File: config.mk
export PLATFORM = sky130hd
export DESIGN_NAME = nibble_serial_subtractor_flat
export DESIGN_NICKNAME = d
export VERILOG_FILES = /design/src/rtl/nibble_serial_subtractor_if.sv /design/src/rtl/nibble_serial_subtractor.sv /design/src/flat_wrapper.sv
export SDC_FILE = /design/constraint.sdc
export NUM_CORES = 1
export LEC_CHECK = 0
export BUFFER_PORTS_ARGS = -buffer_cell sky130_fd_sc_hd__buf_4
export CAP_MARGIN = 20
export CORE_ASPECT_RATIO = 1.4
export CORE_MARGIN = 2
export CORE_UTILIZATION = 50
export CTS_BUF_LIST = sky130_fd_sc_hd__clkbuf_8
export CTS_CLUSTER_DIAMETER = 60
export DETAILED_ROUTE_END_ITERATION = 6
export GPL_ROUTABILITY_DRIVEN = 0
export PLACE_DENSITY_LB_ADDON = 0.1
export SLEW_MARGIN = 30
export SYNTH_ARGS = -nofsm -noshare
export SYNTH_HDL_FRONTEND = slang
export SYNTH_SLANG_ARGS = --single-unit
File: constraint.sdc
create_clock -name clk -period 12.07 [get_ports clk]
set_input_delay 1.207 -clock clk [delete_from_list [all_inputs] [get_ports clk]]
set_output_delay 1.207 -clock clk [all_outputs]
set_load 0.005 [all_outputs]
File: src/rtl/nibble_serial_subtractor_if.sv
// Start/busy/done operand and result bundle for the digit-serial subtractor.
// The master drives the operands; the slave returns the difference and flags.
interface nibble_serial_subtractor_if #(
  parameter int unsigned WIDTH = 16
);
  logic             start;
  logic [WIDTH-1:0] X;
  logic [WIDTH-1:0] Y;
  logic             busy;
  logic             done;
  logic [WIDTH-1:0] Z;
  logic             Sign;
  logic             Zero;
  logic             Carry;
  logic             Parity;
  logic             Overflow;

  modport master (
    output start, X, Y,
    input  busy, done, Z, Sign, Zero, Carry, Parity, Overflow
  );

  modport slave (
    input  start, X, Y,
    output busy, done, Z, Sign, Zero, Carry, Parity, Overflow
  );
endinterface

File: src/rtl/nibble_serial_subtractor.sv
// Digit-serial Z = X - Y: one DIGIT-wide slice of X + ~Y + c per clock, borrow rippled
// through a carry register, with adder-style flags registered on the final digit.
module nibble_serial_subtractor #(
  parameter int unsigned WIDTH = 16,
  parameter int unsigned DIGIT = 4
) (
  input logic                       clk,
  input logic                       rst,
  nibble_serial_subtractor_if.slave bus
);
  localparam int unsigned NumDigits = WIDTH / DIGIT;
  localparam int unsigned CntW      = (NumDigits > 1) ? $clog2(NumDigits) : 1;
  localparam logic [CntW-1:0] LastCnt = CntW'(NumDigits - 1);

  typedef enum logic [1:0] {StIdle, StRun, StDone} state_e;

  state_e           r_state;
  logic [CntW-1:0]  r_cnt;
  logic             r_c;
  logic [WIDTH-1:0] r_x;
  logic [WIDTH-1:0] r_y;
  logic [WIDTH-1:0] r_z;
  logic             r_busy;
  logic             r_done;
  logic             r_sign;
  logic             r_zero;
  logic             r_carry;
  logic             r_parity;
  logic             r_overflow;

  logic [DIGIT-1:0] w_x_dig;
  logic [DIGIT-1:0] w_y_dig;
  logic [DIGIT:0]   w_sum;
  logic [WIDTH-1:0] w_z_next;

  // Mux the active digit out and splice the new result digit back in.
  always_comb begin
    w_x_dig  = '0;
    w_y_dig  = '0;
    w_sum    = {1'b0, w_x_dig} + {1'b0, ~w_y_dig} + {{DIGIT{1'b0}}, r_c};
    w_z_next = r_z;
    for (int unsigned d = 0; d < NumDigits; d++) begin
      if (r_cnt == CntW'(d)) begin
        w_x_dig = r_x[d*DIGIT +: DIGIT];
        w_y_dig = r_y[d*DIGIT +: DIGIT];
      end
    end
    w_sum = {1'b0, w_x_dig} + {1'b0, ~w_y_dig} + {{DIGIT{1'b0}}, r_c};
    for (int unsigned d = 0; d < NumDigits; d++) begin
      if (r_cnt == CntW'(d)) begin
        w_z_next[d*DIGIT +: DIGIT] = w_sum[DIGIT-1:0];
      end
    end
  end

  always_ff @(posedge clk) begin
    if (rst) begin
      r_state    <= StIdle;
      r_cnt      <= '0;
      r_c        <= 1'b0;
      r_x        <= '0;
      r_y        <= '0;
      r_z        <= '0;
      r_busy     <= 1'b0;
      r_done     <= 1'b0;
      r_sign     <= 1'b0;
      r_zero     <= 1'b0;
      r_carry    <= 1'b0;
      r_parity   <= 1'b0;
      r_overflow <= 1'b0;
    end else begin
      case (r_state)
        StIdle, StDone: begin
          r_done <= 1'b0;
          if (bus.start) begin
            r_x     <= bus.X;
            r_y     <= bus.Y;
            r_c     <= 1'b1;
            r_cnt   <= '0;
            r_busy  <= 1'b1;
            r_state <= StRun;
          end else begin
            r_state <= StIdle;
          end
        end
        StRun: begin
          r_z   <= w_z_next;
          r_c   <= w_sum[DIGIT];
          r_cnt <= r_cnt + CntW'(1);
          if (r_cnt == LastCnt) begin
            r_cnt      <= '0;
            r_busy     <= 1'b0;
            r_done     <= 1'b1;
            r_state    <= StDone;
            r_sign     <= w_z_next[WIDTH-1];
            r_zero     <= (w_z_next == '0);
            r_carry    <= ~w_sum[DIGIT];
            r_parity   <= ~^w_z_next;
            r_overflow <= (r_x[WIDTH-1] & ~r_y[WIDTH-1] & ~w_z_next[WIDTH-1]) |
                          (~r_x[WIDTH-1] & r_y[WIDTH-1] & w_z_next[WIDTH-1]);
          end
        end
        default: r_state <= StIdle;
      endcase
    end
  end

  assign bus.busy     = r_busy;
  assign bus.done     = r_done;
  assign bus.Z        = r_z;
  assign bus.Sign     = r_sign;
  assign bus.Zero     = r_zero;
  assign bus.Carry    = r_carry;
  assign bus.Parity   = r_parity;
  assign bus.Overflow = r_overflow;
endmodule

File: src/flat_wrapper.sv
// flat-port wrapper written by rule: the top's interface ports become plain ports
module nibble_serial_subtractor_flat 
#(
  parameter int unsigned WIDTH = 16,
  parameter int unsigned DIGIT = 4
)
  (clk, rst, bus_start, bus_X, bus_Y, bus_busy, bus_done, bus_Z, bus_Sign, bus_Zero, bus_Carry, bus_Parity, bus_Overflow);
  nibble_serial_subtractor_if #(.WIDTH(WIDTH)) bus_i ();
  input logic clk;
  input logic rst;
  input wire logic [$bits(bus_i.start)-1:0] bus_start;
  input wire logic [$bits(bus_i.X)-1:0] bus_X;
  input wire logic [$bits(bus_i.Y)-1:0] bus_Y;
  output wire logic [$bits(bus_i.busy)-1:0] bus_busy;
  output wire logic [$bits(bus_i.done)-1:0] bus_done;
  output wire logic [$bits(bus_i.Z)-1:0] bus_Z;
  output wire logic [$bits(bus_i.Sign)-1:0] bus_Sign;
  output wire logic [$bits(bus_i.Zero)-1:0] bus_Zero;
  output wire logic [$bits(bus_i.Carry)-1:0] bus_Carry;
  output wire logic [$bits(bus_i.Parity)-1:0] bus_Parity;
  output wire logic [$bits(bus_i.Overflow)-1:0] bus_Overflow;
  assign bus_i.start = bus_start;
  assign bus_i.X = bus_X;
  assign bus_i.Y = bus_Y;
  assign bus_busy = bus_i.busy;
  assign bus_done = bus_i.done;
  assign bus_Z = bus_i.Z;
  assign bus_Sign = bus_i.Sign;
  assign bus_Zero = bus_i.Zero;
  assign bus_Carry = bus_i.Carry;
  assign bus_Parity = bus_i.Parity;
  assign bus_Overflow = bus_i.Overflow;
  nibble_serial_subtractor #(.WIDTH(WIDTH), .DIGIT(DIGIT)) u_core (.clk(clk), .rst(rst), .bus(bus_i));
endmodule
# Word-level counts from Yosys, hierarchy flattened

Cells that the tools add are included.

Flip-flop bits (word level): 60
Output and inout port bits: 23
Word-level logic and storage cells: 68

Reduce and logical (&&, ||, !) cells: 11
Bitwise logic cells: 10
Muxes and demuxes: 24
Add/sub/neg operators: 3
Eq/ne operators: 7

Operators by type and width:

| operator              | count |
|---|---|
| $mux W4               | 12 |
| $logic_not A16 Y1     | 1 |
| $reduce_xnor A16 Y1   | 1 |
| $pmux W2 S2           | 2 |
| $reduce_and A2 Y1     | 4 |
| $eq A2 B2 Y1 const B  | 3 |
| $mux W2               | 3 |
| $pmux W1 S2           | 3 |
| $add A4 B4 Y5         | 1 |
| $add A5 B1 Y5         | 1 |
| $and A1 B1 Y1         | 4 |
| $eq A2 B1 Y1 const B  | 2 |
| $logic_not A2 Y1      | 2 |
| $mux W1               | 4 |
| $not A1 Y1            | 4 |
| $not A4 Y4            | 1 |
| $reduce_and A3 Y1     | 1 |
| $add A2 B1 Y2 const B | 1 |
| $ne A2 B1 Y1 const B  | 1 |
| $ne A2 B2 Y1 const B  | 1 |
| $reduce_bool A2 Y1    | 1 |
| $reduce_or A2 Y1      | 1 |
| $or A1 B1 Y1          | 1 |

# Logic depth before layout (Yosys ltp)

Gate-level depths: netlist of run 1.

Depth after elaboration: 12
Gate-level depth with buffers: 20
Depth with buffers taken out: 19

# Worst setup path before layout of run 1

OpenSTA, ideal clock, no wires.

Path kind: reg-to-reg
Start: reg u_core.r_cnt[0]
End: reg u_core.r_parity (netlist: u_core.bus.Parity)
Data arrival time: 4206 ps
Slack: 7800 ps
Cell stages (with the launch flop): 19
Cell sequence: dfxtp_1 inv_1 ha_1 clkbuf_1 nand3b_1 a21oi_1 a21oi_1 o21ai_0 ha_1 and3b_1 or3_4 and2_4 buf_4 mux2i_1 ha_1 xnor3_1 or3_1 or3b_2 nand4_1

Word-level cells in the longest chain between the ends: 10
Elaborated cells between the ends (all ways): 21

RTL lines:

| element                | line                                                           | source |
|---|---|---|
| start, declared        | nibble_serial_subtractor.sv:18                                 | `logic [CntW-1:0] r_cnt;` |
| start signal, assigned | nibble_serial_subtractor.sv:89                                 | `r_cnt <= r_cnt + CntW'(1);` |
| $logic_not A2 Y1       | nibble_serial_subtractor.sv:43, nibble_serial_subtractor.sv:50 |  |
| $mux W4 (4 in a row)   | nibble_serial_subtractor.sv:43                                 | `if (r_cnt == CntW'(d)) begin` |
| $not A4 Y4             | nibble_serial_subtractor.sv:48                                 | `w_sum = {1'b0, w_x_dig} + {1'b0, ~w_y_dig} + {{DIGIT{1'b0}}, r_c};` |
| $add A4 B4 Y5          | nibble_serial_subtractor.sv:48                                 |  |
| $add A5 B1 Y5          | nibble_serial_subtractor.sv:48                                 |  |
| $mux W4                | nibble_serial_subtractor.sv:50                                 | `if (r_cnt == CntW'(d)) begin` |
| $reduce_xnor A16 Y1    | nibble_serial_subtractor.sv:98                                 | `r_parity <= ~^w_z_next;` |
| end signal, assigned   | nibble_serial_subtractor.sv:98                                 |  |
| end, declared          | nibble_serial_subtractor.sv:28                                 | `logic r_parity;` |

Several ways; a longest one is shown, not always the timed one.
A chain may end at the register's enable or synchronous reset.

# Worst setup path after layout of run 1

Start: reg u_core.r_cnt[1]
End: reg u_core.r_parity (netlist: u_core.bus.Parity)

Same word-level chain as after synthesis.

==> results summary, run 1 <==
The via count of the first global-routing pass is 2448. The post-route standard cell area excluding fillers is 3510 sq um. The number of standard cells in the layout, taps in and fillers out came out at 487. In this run the worst path has a maximum fanout of 23. The length of the first detailed-routing pass in iterations came out at 4.

The maximum count of clock buffers along a single path came out at 2. The relative area change from synthesis to final layout came out at 20.5%. Synthesis produced 371 cells. The total power draw is 487 uW. After detailed placement, the total cell area comes to 3340 sq um. The detail-routed net length per standard cell came out at 13.7 microns. Summing the sequential cell areas from Yosys gives 41.2% of the chip area. The total standard cell area after synthesis is 2910 sq um. The clock-pin slew of the registers on the worst-case setup and hold paths is 0.06 ns. The number of hold violations in the final report is 0. The die span in y came out at 94.3 microns. The number of nets handed over by synthesis was 422.

The share of the clock period used by the worst path is 38.9%. The total core area came out at 5570 sq um. The die covers 6460 sq um. The number of enable-type register cells in the synthesized netlist is 0. The final-report max-slew violation count came out at 0. The fraction of final layout cells with drive strength greater than 1 came out at 18.6%. 0 antenna diodes ended up in the layout.

The worst endpoint required time came out at 12.35 ns. The routed design has 6670 microns of wire. The pin count of the biggest net entering global routing is 63. The final setup violation count is 0.

The H-tree level count came out at 3. In the global route stage, overall resource usage came out at 23.0%. After clock tree synthesis, the setup repair step added 0 buffers.

The routed via count is 2607. The leakage power of the design came out at 1.47 nW. The share of the synthesized area in the top cell type came out at 41.2%. Hold repair after CTS inserted 0 buffers. The most frequent cell after synthesis is sky130_fd_sc_hd__nand2_1.

Setup repair after global routing left no endpoint under its margin. The setup total negative slack is 0 ns. After synthesis, the mean cell area works out to 7.85 sq um. The global-route congestion overflow total came out at 0.

Max-cap violations in this run came to 0. Traced cell by cell, the critical path runs through inv_1 > ha_1 > nand3b_1 > a21oi_1 > a21oi_1 > o21ai_0 > fa_1 > inv_1 > fa_1 > xnor2_2 > nand2_1 > o21ai_0 > ha_1 > xnor3_1 > or3_1 > or3b_2 > nand4_1. VDD sags by at most 0.0907 mV. The worst setup path is launched from a flip-flop. The number of register bits inferred by synthesis came out at 60.

The cell area power density is 139 nW/um^2. The initial cell density of the core is 52.3%. The async set or reset register ratio after synthesis came out at 0%. The clock period minus worst slack came out at 4.70 ns. Among all stages on the critical path, the largest delay is contributed by sky130_fd_sc_hd__ha_1. The commonest cells after synthesis are 99 x sky130_fd_sc_hd__nand2_1, 67 x sky130_fd_sc_hd__a21oi_1, 60 x sky130_fd_sc_hd__dfxtp_1, 27 x sky130_fd_sc_hd__nor2_1, 21 x sky130_fd_sc_hd__clkbuf_1.

The flow ran to the end, and the final reports show no timing, DRC or antenna violations. In the post-synthesis netlist, the biggest area contributors are sky130_fd_sc_hd__dfxtp_1 41%, sky130_fd_sc_hd__nand2_1 13%, sky130_fd_sc_hd__a21oi_1 12%, sky130_fd_sc_hd__ha_1 6.0%, sky130_fd_sc_hd__nor2_1 3.5%. The detail-routed via count per cell came out at 5.35.

The number of buffers and inverters on the critical path is 2. The first global-routing pass estimated 11000 microns of wire. In this run the worst hold path is classified as reg2reg. In this run the clock root is driven by a sky130_fd_sc_hd__clkbuf_8.

The number of warnings issued by yosys is 0. The cell row count came out at 32. The highest clock frequency the design can meet came out at 213 MHz. For this run, the leading register cell type out of synthesis is sky130_fd_sc_hd__dfxtp_1.

For this block, the initial DRC count from the detailed router was 154. The die outline width is 68.5 microns. The clock buffer count from CTS came out at 9. The top cell family by delay on the critical path is adder cells.

Timing analysis after detailed placement gives a worst setup slack of 7.38 ns. Once detail routing completed, the nets flagged for antenna violations numbered 0. The quantity of gates resized following cts came out at 0.

The smallest setup slack after layout is 7.37 ns. The transition time of the tightest slew-check pin is 0.921 ns. The synthesized design spends more area on one cell type than any other, namely sky130_fd_sc_hd__dfxtp_1.

The total instance count after detailed placement came out at 472. Summed over all nets, the half-perimeter wirelength after detailed placement is 4640 microns. The largest incremental delay on the critical path came out at 0.46 ns. The number of filler instances in the final layout came out at 545. The count of distinct cell types in the synthesized netlist came out at 34. The clock insertion delay at the later pin of the skew report is 0.34 ns. The worst setup path is captured at a flip-flop. The category of the critical setup timing path is reg2reg. For this run, design rule violations remaining after detail routing come to 0. Buffers placed on the I/O ports in this run total 57.

The post-layout net count came out at 466. The data arrival time of the worst path came out at 4.98 ns. The initial antenna violation count is 0. The clock tree from TritonCTS is yes. The final clock skew is 0.00606 ns. The number of sinks on the clock net is 60.

The count of boundary I/O pins came out at 58. The normalized max-slew margin came out at 38.4%.
-- cell usage in the layout, fill, tap and decap left out, drive strengths merged --
master | netlist | layout
or3 | 3 | 3
fa | 2 | 2
nand3b | 12 | 12
dfxtp | 60 | 60
buf | 4 | 58
nand4b | 1 | 1
clkbuf | 21 | 11
and4b | 1 | 1
nor3 | 1 | 1
and3b | 2 | 2
a21o | 2 | 2
a211oi | 5 | 5
clkinv | 0 | 2
nor2 | 27 | 27
nor2b | 5 | 5
inv | 4 | 6
a221oi | 1 | 1
o21ai | 15 | 15
nand4 | 2 | 2
a311oi | 1 | 1
and2 | 1 | 1
nand3 | 2 | 2
a22oi | 1 | 1
a21oi | 67 | 67
ha | 14 | 14
or3b | 2 | 2
nand2b | 2 | 2
nand2 | 99 | 99
mux2i | 9 | 9
xnor2 | 3 | 3
xnor3 | 2 | 2
-- per-layer routing --
| layer | GRT usage (%) | wire length, microns | up-vias |
|---|---|---|---|
| li1 | - | - | 1342 |
| met1 | 25.8 | 2790 | 1183 |
| met2 | 38.9 | 3390 | 62 |
| met3 | 6.00 | 312 | 20 |
| met4 | 12.0 | 187 | 0 |
| met5 | 0 | 0 | - |
-- logic make-up (layout without fill, tap and decap cells) --
group                      count (synthesis)  after routing  share of synthesized area, %
and+or+nand+nor                          160            160                          24.7
AOI/OAI and AO/OA                         92             92                          17.0
DFF                                       60             60                          41.2
buffers and inverters                     29             77                          3.87
adders and majority gates                 16             16                          7.39
muxes                                      9              9                          3.09
xor gates and xnor gates                   5              5                          2.71
-- flip-flops by register name, indices dropped and copies added, names as in the netlist --
signal and cells:
u_core.bus.Z 16, u_core.r_x 16, u_core.r_y 16, u_core.r_cnt 2
u_core.r_state 2, u_core.bus.Carry 1, u_core.bus.Overflow 1, u_core.bus.Parity 1
u_core.bus.Sign 1, u_core.bus.Zero 1, u_core.bus.busy 1, u_core.bus.done 1
u_core.r_c 1
-- worst min-delay path, stage by stage, from the launching register on --
cell	delay, ns
sky130_fd_sc_hd__dfxtp_1	0.31
sky130_fd_sc_hd__nand2_1	0.05
sky130_fd_sc_hd__a21oi_1	0.05
-- where the power goes --
group	leakage (nW)	internal, mW	switching [mW]	total [mW]
Sequential	0.491	0.209	0.00735	0.216
Clock	0.0976	0.0822	0.0731	0.155
Combinational	0.878	0.0557	0.0600	0.116
-- metrics by stage --
stage	hold WS, ns	utilization [%]
final	0.455	63.1
after global routing	0.471	63.1
after CTS	0.455	63.1
after detailed placement	0.446	60.0
after global placement	0.442	60.0
after floorplan	0.436	-
-- path summary, 6_finish.rpt --
kind / end / from / slack, ns / cells past startpoint
setup / recovery: u_core.bus.Parity$_SDFFE_PP0P_ / u_core.r_cnt[1]$_SDFFE_PP0P_ / 7.37 / 17
hold / removal: u_core.bus.Sign$_SDFFE_PP0P_ / u_core.bus.Sign$_SDFFE_PP0P_ / 0.46 / 2
setup reg to reg: u_core.bus.Parity$_SDFFE_PP0P_ / u_core.r_cnt[1]$_SDFFE_PP0P_ / 7.37 / 17
hold reg to reg: u_core.bus.Sign$_SDFFE_PP0P_ / u_core.bus.Sign$_SDFFE_PP0P_ / 0.46 / 2
-- area by class of cell --
type | count | area (sq um) | area share (%)
multi-input cells | 282 | 1600 | 45.7
flip-flops and latches | 60 | 1200 | 34.2
repair buffers | 58 | 435 | 12.4
clock buffers | 11 | 151 | 4.31
well taps | 68 | 85.1 | 2.42
clock inverters | 4 | 17.5 | 0.499
inverters | 4 | 15.0 | 0.428
(Power assumes the default switching activity.)
==> run 2: changes to the inputs <==
==> constraint.sdc (replaced) <==
create_clock -name clk -period 4 [get_ports clk]
set_input_delay 0.4 -clock clk [delete_from_list [all_inputs] [get_ports clk]]
set_output_delay 0.4 -clock clk [all_outputs]
set_load 0.005 [all_outputs]
==> run 2 against run 1 <==
Global-route usage up 0.86 points; clock power rose to 3.4 times the previous value; sequential power rose to 3.0 times the previous value; combinational power rose to 4.0 times the previous value; cell count up 5.1%; clock skew up 0.0032 ns; power rose to 3.4 times the previous value; non-clock buffer count up 26; register-to-register slack worse by 7.3 ns; critical path type unchanged; largest cell class unchanged.
==> results summary, run 2 (synthesis gave the netlist of run 1 again) <==
The origin of the worst min-delay path is bus_Y[15] (was u_core.bus.Sign$_SDFFE_PP0P_). The die outline width is 68.5 microns (unchanged). The total global-route track usage is 23.9% (was 23.0%). The share of the clock period used by the worst path is 97.3% (was 38.9%). The highest clock frequency the design can meet is 257 MHz (was 213 MHz).

The detail-routed via count per cell was 5.35 (about the same). The count of boundary I/O pins is 58 (unchanged). The number of max-cap violations is 0 (unchanged). The aggregate routed wire length is 7070 microns (was 6670 microns). The total DRC errors in the routed layout is 0 (unchanged). The via count of the first global-routing pass is 2612 (was 2448). The category of the critical setup timing path is reg2reg (unchanged). The hold buffer count at CTS came out at 0 (unchanged). The global routing met2 resource utilization came out at 41.9% (was 38.9%). The count of buffer and inverter cells on the critical path is 4 (was 2).

The clock insertion delay at the later pin of the skew report was 0.34 ns (about the same). The global-route congestion overflow total came to 0 (unchanged). The diode insertion count for antenna repair came out at 0 (unchanged).

The full die area came out at 6460 sq um (unchanged). The cell area power density is 426 nW/um^2 (was 139 nW/um^2). The share of the core filled with cells in the final layout came out at 69.5% (was 63.1%).

The H-tree level count came out at 3 (unchanged). The maximum count of clock buffers along a single path is 2 (unchanged). The number of standard cells in the layout, taps in and fillers out was 512 (was 487). The routing usage on met3 was 7.19% (was 6.00%). Leading cell types in the layout, fill and taps excluded: 97 x sky130_fd_sc_hd__nand2_1, 81 x sky130_fd_sc_hd__buf_4, 60 x sky130_fd_sc_hd__a21oi_1, 58 x sky130_fd_sc_hd__dfxtp_1, 27 x sky130_fd_sc_hd__nor2_1 (was 99 x sky130_fd_sc_hd__nand2_1, 67 x sky130_fd_sc_hd__a21oi_1, 60 x sky130_fd_sc_hd__dfxtp_1, 58 x sky130_fd_sc_hd__buf_4, 27 x sky130_fd_sc_hd__nor2_1). The type of the worst min-delay path was in2reg (was reg2reg).

The leakage power of the design is 1.61 nW (was 1.47 nW). The number of port buffers is 57 (unchanged). The number of violations reported at the end of detailed-routing iteration 0 came to 115 (was 154). The die span in y was 94.3 microns (unchanged). Chain of cells forming the critical path: inv_4 > ha_4 > buf_6 > nand3b_1 > a21oi_2 > a21oi_2 > o21ai_2 > fa_2 > inv_2 > fa_2 > xnor2_2 > buf_4 > nand2_2 > o21ai_2 > ha_1 > xnor3_1 > or3_4 > or3b_4 > nand4_1 (was inv_1 > ha_1 > nand3b_1 > a21oi_1 > a21oi_1 > o21ai_0 > fa_1 > inv_1 > fa_1 > xnor2_2 > nand2_1 > o21ai_0 > ha_1 > xnor3_1 > or3_1 > or3b_2 > nand4_1). The commonest non-fill, non-tap cell in the layout is sky130_fd_sc_hd__nand2_1 (unchanged). The total core area came out at 5570 sq um (unchanged).

The setup total negative slack is 0 ns (unchanged). The total instance count after detailed placement came out at 485 (was 472). The root buffer cell is sky130_fd_sc_hd__clkbuf_8 (unchanged). The worst min-delay path endpoint is u_core.r_y[15]$_SDFFE_PP0P_ (was u_core.bus.Sign$_SDFFE_PP0P_). The fraction of final layout cells with drive strength greater than 1 came to 29.7% (was 18.6%). The number of nets with antenna violations after routing came to 0 (unchanged). The highest net fanout along the worst path was 6 (was 23). The relative area change from synthesis to final layout is 32.7% (was 20.5%).

The clock buffer count from CTS is 9 (unchanged). The met1 usage came out at 25.3% (was 25.8%). The type of destination of the critical path is a flip-flop (unchanged). The number of hold violations in the final report is 0 (unchanged). The nature of the critical path startpoint is a flip-flop (unchanged). The routed via count came out at 2738 (was 2607). The worst setup slack for register-to-register paths is 0.11 ns (was 7.37 ns). The smallest setup slack after layout is 0.107 ns (was 7.37 ns). The length of the first detailed-routing pass in iterations is 4 (unchanged). The normalized max-slew margin is 58.2% (was 38.4%). The detail-routed net length per standard cell came out at 13.8 microns (was 13.7 microns). The transition time of the tightest slew-check pin is 0.624 ns (was 0.921 ns). The worst-case vdd ir drop was 0.298 mV (was 0.0907 mV).

The worst hold slack came out at 0.307 ns (was 0.455 ns). The top cell family by delay on the critical path is adder cells (unchanged). The clock period minus worst slack was 3.89 ns (was 4.70 ns). The origin of the critical flop-to-flop path was u_core.r_cnt[1]$_SDFFE_PP0P_ (unchanged). The initial cell density of the core came out at 52.3% (unchanged).

The half-perimeter wire length after placement is 4890 microns (was 4640 microns). The cell depth of the worst hold path came out at 3 (was 2). The worst endpoint required time came out at 4.28 ns (was 12.35 ns).

The number of sinks on the clock net came out at 60 (unchanged). The number of cells on the worst reg-to-reg path is 19 (was 17). The cell row count is 32 (unchanged). The clock-pin slew of the registers on the worst-case setup and hold paths came out at 0.07 ns (was 0.06 ns). The wire length of the first global-routing pass is 11600 microns (was 11000 microns). The post-layout net count is 492 (was 466). The initial antenna violation count is 0 (unchanged). The final clock skew came out at 0.00926 ns (was 0.00606 ns). Status: completed (unchanged). The data arrival time of the worst path came out at 4.17 ns (was 4.98 ns). The worst setup slack before clock tree synthesis is -0.182 ns (was 7.38 ns).

The clock tree from TritonCTS was yes (unchanged). The largest incremental delay on the critical path came out at 0.38 ns (was 0.46 ns). The layer with the highest usage is met2 (unchanged).

The pin count of the biggest net entering global routing is 63 (unchanged). The final-report max-slew violation count was 0 (unchanged). Unrepaired setup endpoints after global routing: true (was false). The cell with the largest stage delay on the worst path was sky130_fd_sc_hd__or3_4 (was sky130_fd_sc_hd__ha_1). The final setup violation count was 0 (unchanged). The worst flop-to-flop path endpoint was u_core.bus.Parity$_SDFFE_PP0P_ (unchanged).
-- run 2: cell types whose count changed in the layout (fill, tap and decap cells not counted), moves of 3 or more --
| cell | previous run | this run |
|---|---|---|
| sky130_fd_sc_hd__buf_4 | 58 | 81 |
| sky130_fd_sc_hd__a21oi_1 | 67 | 60 |
| sky130_fd_sc_hd__a21oi_2 | 0 | 7 |
| sky130_fd_sc_hd__ha_1 | 14 | 10 |
| sky130_fd_sc_hd__inv_1 | 6 | 2 |
| sky130_fd_sc_hd__o21ai_0 | 15 | 11 |
| sky130_fd_sc_hd__o21ai_2 | 0 | 3 |
-- run 2: stage by stage --
step | instance area, sq um | total power, mW
3_3_place_gp | 3470 | 1.05
3_5_place_dp | 3470 | 1.06
2_1_floorplan | 2950 | 0.930
5_1_grt | 3870 | 1.73
4_1_cts | 3690 | 1.60
6_report | 3870 | 1.65
-- run 2: layer usage --
layer	wire length (microns)	vias up
li1	-	1394
met1	2750	1261
met2	3820	68
met3	302	15
met4	193	0
met5	0	-
-- run 2: final cells by class --
| type | instances | area, sq um |
|---|---|---|
| multi-input cells | 282 | 1710 |
| fillers | 480 | 1700 |
| flip-flops and latches | 60 | 1210 |
| repair buffers | 84 | 651 |
| clock buffers | 11 | 151 |
| well taps | 68 | 85.1 |
| clock inverters | 3 | 38.8 |
| inverters | 4 | 17.5 |
-- run 2: how the worst max path moves through the flow --
stage | from | endpoint | slack [ns] | depth (start not counted)
global route | u_core.r_cnt[1]$_SDFFE_PP0P_ | u_core.bus.Parity$_SDFFE_PP0P_ | -0.08 | 18
global placement | u_core.r_cnt[0]$_SDFFE_PP0P_ | u_core.bus.Parity$_SDFFE_PP0P_ | -0.04 | 14
CTS | u_core.r_cnt[0]$_SDFFE_PP0P_ | u_core.bus.Parity$_SDFFE_PP0P_ | 0.02 | 17
floorplan | u_core.r_cnt[0]$_SDFFE_PP0P_ | u_core.bus.Parity$_SDFFE_PP0P_ | 0.005 | 18
detailed placement | u_core.r_cnt[0]$_SDFFE_PP0P_ | u_core.bus.Parity$_SDFFE_PP0P_ | -0.18 | 17
finish | u_core.r_cnt[1]$_SDFFE_PP0P_ | u_core.bus.Parity$_SDFFE_PP0P_ | 0.11 | 19
-- run 2: what timing repair did --
action	CTS	global route
gates resized for setup	6	31
pin swaps	0	20
setup buffers	1	12
setup endpoints to repair	1	1
-- run 2: where the power goes --
group	total [mW]	internal, mW	switching (mW)
Combinational	0.462	0.251	0.211
Clock	0.531	0.311	0.220
Sequential	0.655	0.630	0.0248
-- run 2: worst register-to-register path: cells and delay by family (launching register included) --
family	cells	cell delay (ns)
xor gates and xnor gates	2	0.52
DFF	1	0.37
adders and majority gates	4	1.09
and+or+nand+nor	5	1.05
AOI/OAI and AO/OA	4	0.43
buffers and inverters	4	0.37
==> run 3: changes to the inputs <==
--- a/config.mk
+++ b/config.mk
@@ -9,7 +9,7 @@
 export CAP_MARGIN = 20
 export CORE_ASPECT_RATIO = 1.4
 export CORE_MARGIN = 2
-export CORE_UTILIZATION = 50
+export CORE_UTILIZATION = 51
 export CTS_BUF_LIST = sky130_fd_sc_hd__clkbuf_8
 export CTS_CLUSTER_DIAMETER = 60
 export DETAILED_ROUTE_END_ITERATION = 6
==> run 3 against run 2 <==
Clock power is 20% higher; flip-flop and latch count stayed put; worst setup slack worse by 0.084 ns; design area is 2.1% higher; critical endpoint unchanged.
==> results summary, run 3 (synthesis gave the netlist of run 1 again) <==
Status: completed (unchanged). The clock insertion delay at the later pin of the skew report is 0.34 ns (about the same). The number of violations reported at the end of detailed-routing iteration 0 is 136 (was 115). The wire length of the first global-routing pass is 12300 microns (was 11600 microns). The relative area change from synthesis to final layout was 35.5% (was 32.7%). The largest incremental delay on the critical path came to 0.39 ns (was 0.38 ns). The category of the critical setup timing path was reg2reg (unchanged). The highest clock frequency the design can meet is 251 MHz (was 257 MHz). The worst-case vdd ir drop came out at 0.289 mV (was 0.298 mV). The share of the clock period used by the worst path was 99.4% (was 97.3%). The highest net fanout along the worst path is 6 (unchanged). The pin count of the biggest net entering global routing came out at 63 (unchanged). Chain of cells forming the critical path: buf_6 > ha_4 > buf_6 > nand3b_1 > a21oi_2 > a21oi_2 > nor2_2 > a21oi_2 > ha_1 > and3b_1 > or3_4 > and2_4 > mux2i_1 > ha_1 > xnor3_1 > or3_4 > or3b_4 > nand4_1 (was inv_4 > ha_4 > buf_6 > nand3b_1 > a21oi_2 > a21oi_2 > o21ai_2 > fa_2 > inv_2 > fa_2 > xnor2_2 > buf_4 > nand2_2 > o21ai_2 > ha_1 > xnor3_1 > or3_4 > or3b_4 > nand4_1). The initial cell density of the core is 52.7% (was 52.3%). The half-perimeter wire length after placement came out at 5000 microns (was 4890 microns). The total DRC errors in the routed layout came out at 0 (unchanged). The detail-routed via count per cell is 5.50 (was 5.35). The worst setup slack before clock tree synthesis came out at -0.237 ns (was -0.182 ns). The clock-pin slew of the registers on the worst-case setup and hold paths is 0.07 ns (about the same). The post-layout net count is 499 (was 492). The final setup violation count came out at 0 (unchanged). The number of port buffers came out at 57 (unchanged). The die outline width came out at 67.9 microns (was 68.5 microns).

The total power draw is 1.79 mW (was 1.65 mW). The worst endpoint required time was 4.28 ns (about the same). The diode insertion count for antenna repair is 0 (unchanged). The clock period minus worst slack is 3.98 ns (was 3.89 ns). The worst hold slack was 0.301 ns (was 0.307 ns). The routed via count came out at 2864 (was 2738).

The final clock skew is 0.00912 ns (was 0.00926 ns). The data arrival time of the worst path is 4.25 ns (was 4.17 ns). The type of destination of the critical path is a flip-flop (unchanged). The count of boundary I/O pins is 58 (unchanged). The fraction of final layout cells with drive strength greater than 1 came out at 30.2% (was 29.7%). The number of hold violations in the final report came out at 0 (unchanged).

The number of sinks on the clock net is 60 (unchanged). The commonest non-fill, non-tap cell in the layout is sky130_fd_sc_hd__nand2_1 (unchanged). The share of the core filled with cells in the final layout is 71.4% (was 69.5%). The cell row count is 32 (unchanged). The cell that appears most often on the critical path is sky130_fd_sc_hd__a21oi_2. The maximum count of clock buffers along a single path is 2 (unchanged).

The number of nets with antenna violations after routing is 0 (unchanged). The number of max-cap violations is 0 (unchanged). The cell area power density is 453 nW/um^2 (was 426 nW/um^2). The clock tree from TritonCTS was yes (unchanged). The root buffer cell is sky130_fd_sc_hd__clkbuf_8 (unchanged).

The total global-route track usage came out at 26.0% (was 23.9%). The smallest setup slack after layout came out at 0.0228 ns (was 0.107 ns). The initial antenna violation count was 0 (unchanged). The type of the worst min-delay path is in2reg (unchanged). Leading cell types in the layout, fill and taps excluded: 98 x sky130_fd_sc_hd__nand2_1, 85 x sky130_fd_sc_hd__buf_4, 62 x sky130_fd_sc_hd__a21oi_1, 58 x sky130_fd_sc_hd__dfxtp_1, 26 x sky130_fd_sc_hd__nor2_1 (was 97 x sky130_fd_sc_hd__nand2_1, 81 x sky130_fd_sc_hd__buf_4, 60 x sky130_fd_sc_hd__a21oi_1, 58 x sky130_fd_sc_hd__dfxtp_1, 27 x sky130_fd_sc_hd__nor2_1). The leakage power of the design is 1.66 nW (was 1.61 nW). The die span in y came out at 93.4 microns (was 94.3 microns). The transition time of the tightest slew-check pin is 0.956 ns (was 0.624 ns). Unrepaired setup endpoints after global routing: true (unchanged). The full die area came out at 6340 sq um (was 6460 sq um). The length of the first detailed-routing pass in iterations came to 4 (unchanged). The normalized max-slew margin came out at 36.2% (was 58.2%). The clock buffer count from CTS came out at 9 (unchanged). The total core area is 5530 sq um (was 5570 sq um). The global-route congestion overflow total was 0 (unchanged). The H-tree level count came out at 3 (unchanged). The final-report max-slew violation count is 0 (unchanged). The via count of the first global-routing pass came out at 2715 (was 2612). The nature of the critical path startpoint is a flip-flop (unchanged). The aggregate routed wire length came out at 7660 microns (was 7070 microns). The detail-routed net length per standard cell is 14.7 microns (was 13.8 microns). The cell with the largest stage delay on the worst path is sky130_fd_sc_hd__or3b_4 (was sky130_fd_sc_hd__or3_4).
[run 3: metrics by stage]
step / setup TNS [ns] / area [sq um] / std cells
floorplan: 0 / 2950 / 371
global placement: -0.0954 / 3470 / 487
detailed placement: -0.237 / 3470 / 487
CTS: 0 / 3890 / 519
global route: -0.156 / 3950 / 521
finish: 0 / 3950 / 521
[run 3: final timing paths]
check,start,endpoint,slack (ns),cells past startpoint
worst max-delay path,u_core.r_cnt[0]$_SDFFE_PP0P_,u_core.bus.Parity$_SDFFE_PP0P_,0.02,18
worst min-delay path,bus_X[0],u_core.r_x[0]$_SDFFE_PP0P_,0.30,3
worst max register to register,u_core.r_cnt[0]$_SDFFE_PP0P_,u_core.bus.Parity$_SDFFE_PP0P_,0.02,18
worst min register to register,u_core.r_y[2]$_SDFFE_PP0P_,u_core.r_y[2]$_SDFFE_PP0P_,0.46,2
[run 3: metal layers]
metal	global-route usage, %	share of wire (%)	up-vias
li1	-	-	1412
met2	45.2	53	91
met3	5.54	4.8	27
met1	29.0	39	1334
met5	0	0	-
met4	13.0	3.5	0
[run 3: cell type report]
cell class	instances	area, sq um
Timing Repair Buffer	91	706
Clock inverter	4	70.1
Multi-Input combinational cell	282	1700
Sequential cell	60	1210
Clock buffer	12	165
Inverter	4	17.5
Fill cell	466	1580
Tap cell	68	85.1
[run 3: critical path: cells and delay by family (launching register included)]
| family | cells | cell delay (ns) |
|---|---|---|
| and+or+nand+nor | 8 | 1.81 |
| adders and majority gates | 3 | 0.71 |
| xor gates and xnor gates | 1 | 0.38 |
| DFF | 1 | 0.36 |
| buffers and inverters | 2 | 0.25 |
| AOI/OAI and AO/OA | 3 | 0.25 |
| muxes | 1 | 0.14 |
[run 3: report_power, final]
group          switching, mW  internal, mW
registers             0.0248         0.630
logic                  0.227         0.268
clock network          0.238         0.400
[run 3: repair_timing]
action	in CTS	in global routing
pin swaps	21	15
hold buffers	0	0
setup buffers	16	4
gates resized for setup	25	12
setup endpoints to repair	1	1
